<file path="src/rtl/lzc_pipe.sv">
// Pipelined leading-zero/leading-one counter with normaliser.
// Count tree registers are spread over STAGES-1 level boundaries; the final stage shifts and registers the outputs.
module lzc_pipe #(
  parameter int unsigned WIDTH   = 32,
  parameter int unsigned STAGES  = 2,
  parameter int unsigned COUNT_W = $clog2(WIDTH + 1)
) (
  input  logic               clk,
  input  logic               rst_n,
  input  logic               in_valid,
  output logic               in_ready,
  input  logic [WIDTH-1:0]   in_data,
  input  logic               in_mode,
  output logic               out_valid,
  input  logic               out_ready,
  output logic [COUNT_W-1:0] out_count,
  output logic               out_all,
  output logic [WIDTH-1:0]   out_norm
);

  localparam int unsigned LEVELS = COUNT_W;
  localparam int unsigned LEAVES = 1 << LEVELS;
  localparam int unsigned DIV    = (STAGES > 1) ? STAGES - 1 : 1;

  function automatic logic [LEVELS:0] boundaries();
    logic [LEVELS:0] b;
    b = '0;
    for (int unsigned j = 1; j < STAGES; j++) b[(j * LEVELS) / DIV] = 1'b1;
    return b;
  endfunction

  localparam logic [LEVELS:0] BND = boundaries();

  logic              adv;
  logic              ready_en;
  logic              take;
  logic [LEAVES-1:0] pad;
  logic [WIDTH-1:0]  norm;

  logic [LEAVES-1:0]  z_comb [LEVELS+1];
  logic [LEAVES-1:0]  z_out  [LEVELS+1];
  logic [LEAVES-1:0]  z_reg  [LEVELS+1];
  logic [COUNT_W-1:0] c_comb [LEVELS+1][LEAVES];
  logic [COUNT_W-1:0] c_out  [LEVELS+1][LEAVES];
  logic [COUNT_W-1:0] c_reg  [LEVELS+1][LEAVES];
  logic [WIDTH-1:0]   d_in   [LEVELS+1];
  logic [WIDTH-1:0]   d_out  [LEVELS+1];
  logic [WIDTH-1:0]   d_reg  [LEVELS+1];
  logic               v_in   [LEVELS+1];
  logic               v_out  [LEVELS+1];
  logic               v_reg  [LEVELS+1];

  assign adv      = out_ready | ~out_valid;
  assign in_ready = adv & ready_en;
  assign take     = in_valid & in_ready;

  // Level l node i covers pad[i*2^l +: 2^l]; z flags an all-zero node, count is its leading-zero count.
  // The pad 1 below the data guarantees a non-zero root whose count is 0..WIDTH.
  always_comb begin
    pad = '0;
    pad[LEAVES-1 -: WIDTH] = in_mode ? ~in_data : in_data;
    pad[LEAVES-1-WIDTH] = 1'b1;
    for (int unsigned l = 0; l <= LEVELS; l++) begin
      z_comb[l] = '0;
      z_out[l]  = '0;
      d_in[l]   = '0;
      d_out[l]  = '0;
      v_in[l]   = 1'b0;
      v_out[l]  = 1'b0;
      for (int unsigned i = 0; i < LEAVES; i++) begin
        c_comb[l][i] = '0;
        c_out[l][i]  = '0;
      end
    end
    for (int unsigned l = 0; l <= LEVELS; l++) begin
      if (l == 0) begin
        z_comb[0] = ~pad;
        d_in[0]   = in_data;
        v_in[0]   = take;
      end else begin
        d_in[l] = d_out[l-1];
        v_in[l] = v_out[l-1];
        for (int unsigned i = 0; i < LEAVES / 2; i++) begin
          if (i < (LEAVES >> l)) begin
            z_comb[l][i] = z_out[l-1][2*i+1] & z_out[l-1][2*i];
            if (z_out[l-1][2*i+1]) begin
              c_comb[l][i]      = c_out[l-1][2*i];
              c_comb[l][i][l-1] = 1'b1;
            end else begin
              c_comb[l][i] = c_out[l-1][2*i+1];
            end
          end
        end
      end
      z_out[l] = BND[l] ? z_reg[l] : z_comb[l];
      d_out[l] = BND[l] ? d_reg[l] : d_in[l];
      v_out[l] = BND[l] ? v_reg[l] : v_in[l];
      for (int unsigned i = 0; i < LEAVES; i++)
        c_out[l][i] = BND[l] ? c_reg[l][i] : c_comb[l][i];
    end
    norm = d_out[LEVELS] << c_out[LEVELS][0];
  end

  always_ff @(posedge clk or negedge rst_n) begin
    if (!rst_n) begin
      ready_en  <= 1'b0;
      out_valid <= 1'b0;
      out_count <= '0;
      out_all   <= 1'b0;
      out_norm  <= '0;
      for (int unsigned l = 0; l <= LEVELS; l++) begin
        z_reg[l] <= '0;
        d_reg[l] <= '0;
        v_reg[l] <= 1'b0;
        for (int unsigned i = 0; i < LEAVES; i++) c_reg[l][i] <= '0;
      end
    end else begin
      ready_en <= 1'b1;
      if (adv) begin
        for (int unsigned l = 0; l <= LEVELS; l++) begin
          if (BND[l]) begin
            v_reg[l] <= v_in[l];
            if (v_in[l]) begin
              z_reg[l] <= z_comb[l];
              d_reg[l] <= d_in[l];
              for (int unsigned i = 0; i < LEAVES; i++) c_reg[l][i] <= c_comb[l][i];
            end
          end
        end
        out_valid <= v_out[LEVELS];
        if (v_out[LEVELS]) begin
          out_count <= c_out[LEVELS][0];
          out_all   <= (c_out[LEVELS][0] == COUNT_W'(WIDTH));
          out_norm  <= norm;
        end
      end
    end
  end

endmodule

</file>
<file path="config.mk">
export PLATFORM = sky130hd
export DESIGN_NAME = lzc_pipe
export DESIGN_NICKNAME = d
export VERILOG_FILES = /design/src/rtl/lzc_pipe.sv
export SDC_FILE = /design/constraint.sdc
export NUM_CORES = 1
export LEC_CHECK = 0
export BUFFER_PORTS_ARGS = -buffer_cell sky130_fd_sc_hd__buf_4
export CAP_MARGIN = 10
export CORE_MARGIN = 10
export CORE_UTILIZATION = 25
export DETAILED_ROUTE_END_ITERATION = 10
export PLACE_DENSITY = 0.43
export REMOVE_ABC_BUFFERS = 1
export SETUP_SLACK_MARGIN = 0.3
export SLEW_MARGIN = 20
export SYNTH_ARGS = -nofsm -noshare
export SYNTH_HDL_FRONTEND = slang
export SYNTH_SLANG_ARGS = --single-unit
</file>
<file path="constraint.sdc">
create_clock -name clk -period 3.2 [get_ports clk]
set_input_delay 0.64 -clock clk [delete_from_list [all_inputs] [get_ports clk]]
set_output_delay 0.64 -clock clk [all_outputs]
set_load 0.05 [all_outputs]
</file>
; Word level (Yosys, flattened, before mapping)
; Index checks and enable logic that the tools add are counted.
[word_totals]
ff_bits = 80
input_bits = 37
elab_cells = 139
[classes]
n_eq_ne = 1
shift = 1
muxes = 64
bitwise = 63
reduce_logical = 2
[op_table]
columns = cell, n
row1 = 6-bit two-way mux, 16
row2 = 64-bit inverter, 1
row3 = 1-bit AND, 59
row4 = 5-bit two-way mux, 8
row5 = 1-bit two-way mux, 32
row6 = 32-bit two-way mux, 1
row7 = 32-bit inverter, 1
row8 = 32-bit by 6-bit left shift with 32-bit output, 1
row9 = 4-bit two-way mux, 4
row10 = 6-bit == test (second input constant), 1
row11 = 3-bit two-way mux, 2
row12 = 2-bit AND reduction, 2
row13 = 2-bit two-way mux, 1
row14 = 1-bit inverter, 1
row15 = 1-bit bitwise OR, 1

; Longest topological paths before layout
; Gate-level depths: netlist (run 1).
[logic_depth]
word_depth = 9
depth_mapped = 9
depth_no_buf = 6

; Worst setup path before layout (run 1)
; OpenSTA, ideal clock, no wires.
[synth_timing]
path_kind = in2reg
from = in out_ready
to = reg v_reg, in the netlist v_out[0]
setup_time_ns = 0.143
arrival_time_ns = 2.011
t_required_ns = 3.057
setup_slack_ns = 1.046
stages = 6
path_cell_list = nand2b_1 > and2_1 > nand2_1 > clkbuf_1 > clkbuf_1 > o21ai_0
[synth_between]
elab_chain_cells = 3
[synth_rtl]
columns = element, line
row1 = from (decl), 15  ; input logic out_ready,
row2 = 1-bit bitwise OR, 53  ; assign adv = out_ready | ~out_valid;
row3 = 1-bit AND, 54  ; assign in_ready = adv & ready_en;
row4 = net in_ready, 11  ; output logic in_ready,
row5 = 1-bit AND, 55  ; assign take = in_valid & in_ready;
row6 = "to (signal, indexed assignment)", 122  ; v_reg[l] <= v_in[l];
row7 = to (decl), 51  ; logic v_reg [LEVELS+1];
; The timed path passes the listed nets, and every way through them passes these cells.
; A chain may end at the register's enable or synchronous reset.

; Worst setup path in the final report (run 1)
[layout_timing]
from = reg, netlist name c_out[378]
to = reg out_norm[22]
[layout_between]
elab_chain_cells = 1
[layout_rtl]
columns = element, line
row1 = 32-bit by 6-bit left shift with 32-bit output, 101  ; norm = d_out[LEVELS] << c_out[LEVELS][0];
row2 = to (signal assigned), 134  ; out_norm <= norm;
row3 = to (decl), 18  ; output logic [WIDTH-1:0] out_norm
; No other way between the ends.

==> impl_metrics.csv, run 1 <==
group,metric,value,unit
setup_path,path_cells,"mux4_2 > nand2_1 > o21ai_0 > mux2_2 > a221o_1",
clocking,cts_resized,0,
routing,wl_met3,995,um
routing,detail_route.vias_per_cell,5.027,
synth,synth_ff_type,"dfrtp_1",
routing,routedLengthMet1,7761,um
layout,fillers,2138,
sta,tns,0,ps
setup_path,required,3440,ps
synth,syn_avg_cell_area,8.960,sq um
setup_path,cp-start-kind,"flop",
clocking,path_clk_slew,60,ps
clocking,worstSkewPairLatency,350,ps
clocking,post-cts-setup-buffers,0,
routing,ant_nets,0,
power,internal-power,2.571,mW
power,p_clk_share,21.1,%
sta,skew,8.952,ps
setup_path,critPathMaxFanout,25,
power,comb_power_share,45.7,%
global_routing,grt-ovfl-total,0,
global_routing,grt_pass1_vias,4542,
synth,synthArstFlopShare,100.0,%
synth,synth_edf_count,0,
sta,worst_slew_margin_rel,49.87,%
place,port_buffers,77,
setup_path,cp.arrival,2680,ps
synth,syn_inst,564,
routing,routed-wl-met2,6993,um
run_status,status,"finished clean",
layout,synthToLayoutAreaGrowth,22.51,%
sta,fin_crit_sh,76.43,%
global_routing,grt_use_total,12.29,%
setup_path,path_buf_inv,0,
floorplanning,dieArea,0.02630,sq mm
sta,final-max-slew-violation-count,0,
global_routing,grt_antenna_before_repair,0,
layout,stdcell_count,901,
power,power_frac_seq,33.2,%
place,dp_hpwl,12340,um
setup_path,setup.worst_path.end_class,"flop",
routing,totalWireLength,15960,um
synth,seq_area_frac_synth,39.61,%
routing,vias,4529,
power,peakVddDrop,0.0002238,V
routing,first_pass_iters,5,
sta,whs,246.7,ps
sta,worstMarginPinSlew,744.1,ps
routing,route.detailed.drc,0,
job,maxCapViolCount,0,
sta,min_period,2446,ps
sta,rsz0062_at_grt,"no",
sta,timing.final.hold_violations,0,
layout,layout-drive-gt1-share,24.37,%
floorplanning,dieHeight,162.2,um
place,dp.cells,885,
layout,antenna_cells,0,
routing,drt-initial-drc-count,280,
synth,yosysWarnings,0,
routing,highest_layer,"met4",
clocking,cts_hold_buffers,0,
synth,synth-seq-cells,80,
floorplanning,io_pins,78,
synth,netlist_area,0.005054,sq mm
sta,fmax,408.8,MHz
layout,layout.nets,668,
setup_path,crit_type,"flop to flop",
power,power.switching,1.996,mW
clocking,htreeDepth,3,
synth,ys_types,61,
power,swShare,43.71,%
hold_path,hold_path_class,"input port to async pin",
floorplanning,die_w,162.2,um
power,p_leak,2.838,nW
clocking,cts_tree,"done",
power,power.density,737.6,mW/mm^2
setup_path,r2r_setup_slack,750,ps
clocking,numClockSinks,80,
place,gp_congestion,0.7855,
clocking,clk_path_buf_depth,2,
setup_path,crit_family,"multiplexers",
floorplanning,start_util,25.71,%
clocking,cts_buffers,9,
clocking,cts_root_buf,"clkbuf_16",
global_routing,grt_max_degree,46,
floorplanning,core_area,0.01965,sq mm
global_routing,grt_pass1_wl,25880,um
setup_path,max_stage_delay,780,ps
sta,setup_violations,0,
setup_path,crit_path_top_delay_cell,"dfrtp_2",
routing,avgRoutedWirePerCell,17.71,um
floorplanning,core.rowCount,51,
synthesized netlist by cell type, drive strengths merged (2+ instances only):
master  count  area, sq um
nand2     175        656.9
dfrtp      80         2002
o21ai      35        175.2
nor2       27        101.4
mux2i      25        254.0
clkbuf     22        82.58
mux4       20        450.4
a21oi      19        95.09
mux2       15        176.4
buf        14        91.33
nand3      14        70.07
nand2b     10        62.56
nor3       10        50.05
o22ai       9        82.58
a31oi       7        43.79
o211ai      7        57.55
a22oi       6        45.04
nor2b       6        37.54
a22o        5        43.79
a32o        5        50.05
inv         5        18.77
o221ai      5        43.79
a21o        4        30.03
or4         4        33.78
a32oi       3        26.28
a222oi      2        20.02
a311oi      2        17.52
a31o        2        17.52
and2        2        12.51
nand4       2        27.53
nor3b       2        20.02
o31ai       2        15.01
or2         2        12.51
or3         2        12.51
final cells by class:
cell class	count	area, sq um	area share (%)
timing repair buffer	92	703.2	11.36
multi-input combinational	442	2855	46.12
inverter	6	22.52	0.3638
sequential	80	2003	32.36
clock inverter	5	32.53	0.5255
tap	265	331.6	5.356
clock buffer	11	242.7	3.921
flip-flops by register name (all words and copies together) (netlist names):
register   flops
d_out         32
out_norm      32
c_out          6
out_count      6
out_all        1
out_valid      1
ready_en       1
v_out          1
power by group through the flow:
stage | combinational (mW) | sequential (mW) | clock, mW
2_1_floorplan | 0.773 | 2.12 | 0
3_3_place_gp | 2.10 | 1.54 | 0
3_5_place_dp | 2.10 | 1.54 | 0
4_1_cts | 2.11 | 1.52 | 0.997
5_1_grt | 2.25 | 1.56 | 1.04
6_report | 2.09 | 1.52 | 0.964
final timing paths:
| path | endpoint | start | depth (start not counted) |
|---|---|---|---|
| max in group asynchronous | d_out[7] | rst_n | 2 |
| min in group clk | out_norm[5] | out_norm[5] | 2 |
| hold reg to reg | out_norm[5] | out_norm[5] | 2 |
| setup / recovery | out_norm[22] | c_out[378] | 5 |
| hold / removal | out_count[5] | rst_n | 1 |
| setup reg to reg | out_norm[22] | c_out[378] | 5 |
metal layers:
metal  track usage [%]  vias up
met1             17.04     2217
li1                  -     2166
met2             18.01      132
met5                 0        -
met4             3.433        0
met3             3.691       14
metrics by stage:
stage / setup slack [ps] / utilization, % / area [sq um] / power, mW
final: 754.1 / 31.50 / 6191 / 4.567
after global routing: 597.7 / 31.50 / 6191 / 4.851
after CTS: 742.2 / 31.50 / 6191 / 4.629
after detailed placement: 703.2 / 30.10 / 5916 / 3.647
after global placement: 696.5 / 30.10 / 5916 / 3.632
after floorplan: 324.1 / - / 4880 / 2.895
placed cells by master, fill, tap and decap left out, types with 2 or more instances in the layout:
cell type   Yosys  layout
nand2_1       175     175
buf_4           2      91
dfrtp_1        80      79
o21ai_0        29      29
nor2_1         27      27
mux2i_1        24      24
mux4_2         20      20
a21oi_1        19      19
nand3_1        14      14
mux2_2         13      13
nand2b_1       10      10
nor3_1         10      10
clkbuf_16       0       9
a31oi_1         7       7
a22oi_1         6       6
o21ai_1         6       6
o22ai_1         6       6
nor2b_1         6       6
o211ai_1        6       6
inv_1           5       5
a22o_1          5       5
a32o_1          5       5
o221ai_1        5       5
a21o_1          4       4
or4_1           3       3
a32oi_1         3       3
clkinvlp_4      0       3
and2_1          2       2
mux2_4          2       2
or2_2           2       2
or3_1           2       2
o22ai_2         2       2
o31ai_1         2       2
a311oi_1        2       2
a222oi_1        2       2
clkinv_2        0       2
kinds of logic after synthesis:
logic type	share of synthesized area (%)
buffers and inverters	3.887
AOI/OAI and AO/OA	16.69
and+or+nand+nor	22.31
DFF	39.61
muxes	17.43
other	0.07420
Note: power is estimated with default switching activity, not from simulation.
==> run 2, diff against run 1 <==
--- a/config.mk
+++ b/config.mk
@@ -10,7 +10,7 @@
 export CORE_MARGIN = 10
 export CORE_UTILIZATION = 25
 export DETAILED_ROUTE_END_ITERATION = 10
-export PLACE_DENSITY = 0.43
+export PLACE_DENSITY = 0.44
 export REMOVE_ABC_BUFFERS = 1
 export SETUP_SLACK_MARGIN = 0.3
 export SLEW_MARGIN = 20
==> constraint.sdc (replaced) <==
create_clock -name clk -period 2 [get_ports clk]
set_input_delay 0.4 -clock clk [delete_from_list [all_inputs] [get_ports clk]]
set_output_delay 0.4 -clock clk [all_outputs]
set_load 0.05 [all_outputs]
==> impl_metrics.csv, run 2 (same netlist as run 1, synthesis figures left out) <==
group,metric,value,unit
run_status,status,"finished clean",
sta,skew,7.110,ps
setup_path,required,2240,ps
setup_path,critPathMaxFanout,7,
setup_path,rr_startpoint,"c_out[378]",
power,total_power,8.299,mW
routing,totalWireLength,16620,um
clocking,cts_root_buf,"clkbuf_16",
global_routing,grt_antenna_before_repair,0,
floorplanning,dieHeight,162.2,um
place,dp_hpwl,12980,um
clocking,path_clk_slew,60,ps
setup_path,crit_start,"c_out[378]",
clocking,worstSkewPairLatency,350,ps
sta,fmax,505.7,MHz
sta,min_period,1978,ps
sta,setup_violations,0,
hold_path,hp-start,"in_data[12]",
layout,final_core_util,36.75,%
layout,final_cell_mix,"nand2_1, buf_4, dfrtp_1",
sta,timing.final.hold_violations,0,
floorplanning,core.rowCount,51,
global_routing,grt_pass1_vias,4830,
power,peakVddDrop,0.0003847,V
routing,route.detailed.drc,0,
place,gp_congestion,0.8688,
routing,detail_route.vias_per_cell,4.943,
layout,seqCellArea,0.002003,sq mm
routing,first_pass_iters,5,
routing,vias,4750,
layout,layout_commonest_cell,"nand2_1",
clocking,numClockSinks,80,
power,p_leak,3.243,nW
floorplanning,core_area,0.01965,sq mm
layout,synthToLayoutAreaGrowth,42.91,%
setup_path,setup.worst_path.end_class,"flop",
setup_path,cp-start-kind,"flop",
floorplanning,die_w,162.2,um
global_routing,grt_max_degree,46,
floorplanning,start_util,25.71,%
routing,drt-initial-drc-count,251,
sta,worst_slew_margin_rel,64.57,%
routing,ant_nets,0,
floorplanning,dieArea,0.02630,sq mm
global_routing,grt_use_total,12.71,%
setup_path,crit_type,"flop to flop",
layout,layout-drive-gt1-share,41.52,%
setup_path,cp.arrival,2220,ps
sta,final-max-slew-violation-count,0,
sta,fin_crit_sh,98.88,%
clocking,cts_buffers,9,
place,port_buffers,77,
layout,antenna_cells,0,
hold_path,hold_path_class,"input port to flop",
place,dp.cells,931,
sta,rsz0062_at_grt,"yes",
floorplanning,io_pins,78,
routing,avgRoutedWirePerCell,17.29,um
layout,layout.nets,728,
layout,multi_input_area,0.003261,sq mm
clocking,cts_tree,"done",
clocking,clk_path_buf_depth,2,
power,power.density,1149,mW/mm^2
global_routing,grt-ovfl-total,0,
global_routing,grt_pass1_wl,27070,um
layout,stdcell_count,961,
job,maxCapViolCount,0,
clocking,htreeDepth,3,
layout,fillers,2033,
sta,worstMarginPinSlew,528.5,ps
==> run 2: repair_timing <==
action | CTS | global route
pin swaps | 13 | 20
gates cloned | 0 | 0
buffers inserted | 6 | 7
endpoints found under the hold margin | 16 | 0
setup endpoints to repair | 34 | 34
hold buffers | 1 | 0
resized for setup | 85 | 46
==> run 2: per-stage QoR <==
step	TNS (ps)	setup slack (ps)	cell area, sq um	hold slack (ps)
after global routing	-155.3	-47.11	7222	285.1
after floorplan	-28340	-875.9	4880	104.4
after detailed placement	-320.2	-76.95	6324	291.8
after global placement	-222.8	-65.83	6324	290.8
after CTS	-18.88	-14.87	6967	265.2
final	0	22.49	7222	272.0
==> run 2: worst paths after layout <==
kind                            slack, ps      endpoint  cells past startpoint
worst max-delay path                   20  out_norm[29]                      9
worst min-delay path                  270     d_out[12]                      3
worst max register to register         20  out_norm[29]                      9
worst min register to register        480       out_all                      2
max in group asynchronous             950    c_out[378]                      3
min in group asynchronous             490  out_count[2]                      2
==> run 2: worst max-delay path: stages (launching register included) <==
cell	delay (ps)
dfrtp_2	450
buf_12	150
buf_12	120
buf_12	140
mux2i_4	190
mux2i_2	120
mux2_4	330
nor2_4	110
a21oi_4	50
a31o_1	220
==> run 2: per-layer routing <==
metal | up-vias | GRT usage (%) | part of all wire, %
met4 | 0 | 4.301 | 2.1
met3 | 23 | 2.781 | 5.5
li1 | 2292 | - | -
met2 | 130 | 19.43 | 45
met5 | - | 0 | 0
met1 | 2305 | 17.32 | 47
==> run 2: cell type report <==
cell class | count | share of cell area [%]
Clock buffer | 10 | 3.309
Clock inverter | 6 | 0.8143
Inverter | 6 | 0.3119
Multi-Input combinational cell | 442 | 45.15
Sequential cell | 80 | 27.74
Tap cell | 265 | 4.591
Timing Repair Buffer | 152 | 18.09
==> run 2: report_power, final <==
group / total [mW] / internal [mW] / switching (mW)
logic: 4.26 / 1.79 / 2.48
registers: 2.38 / 2.03 / 0.352
clock network: 1.65 / 0.993 / 0.661
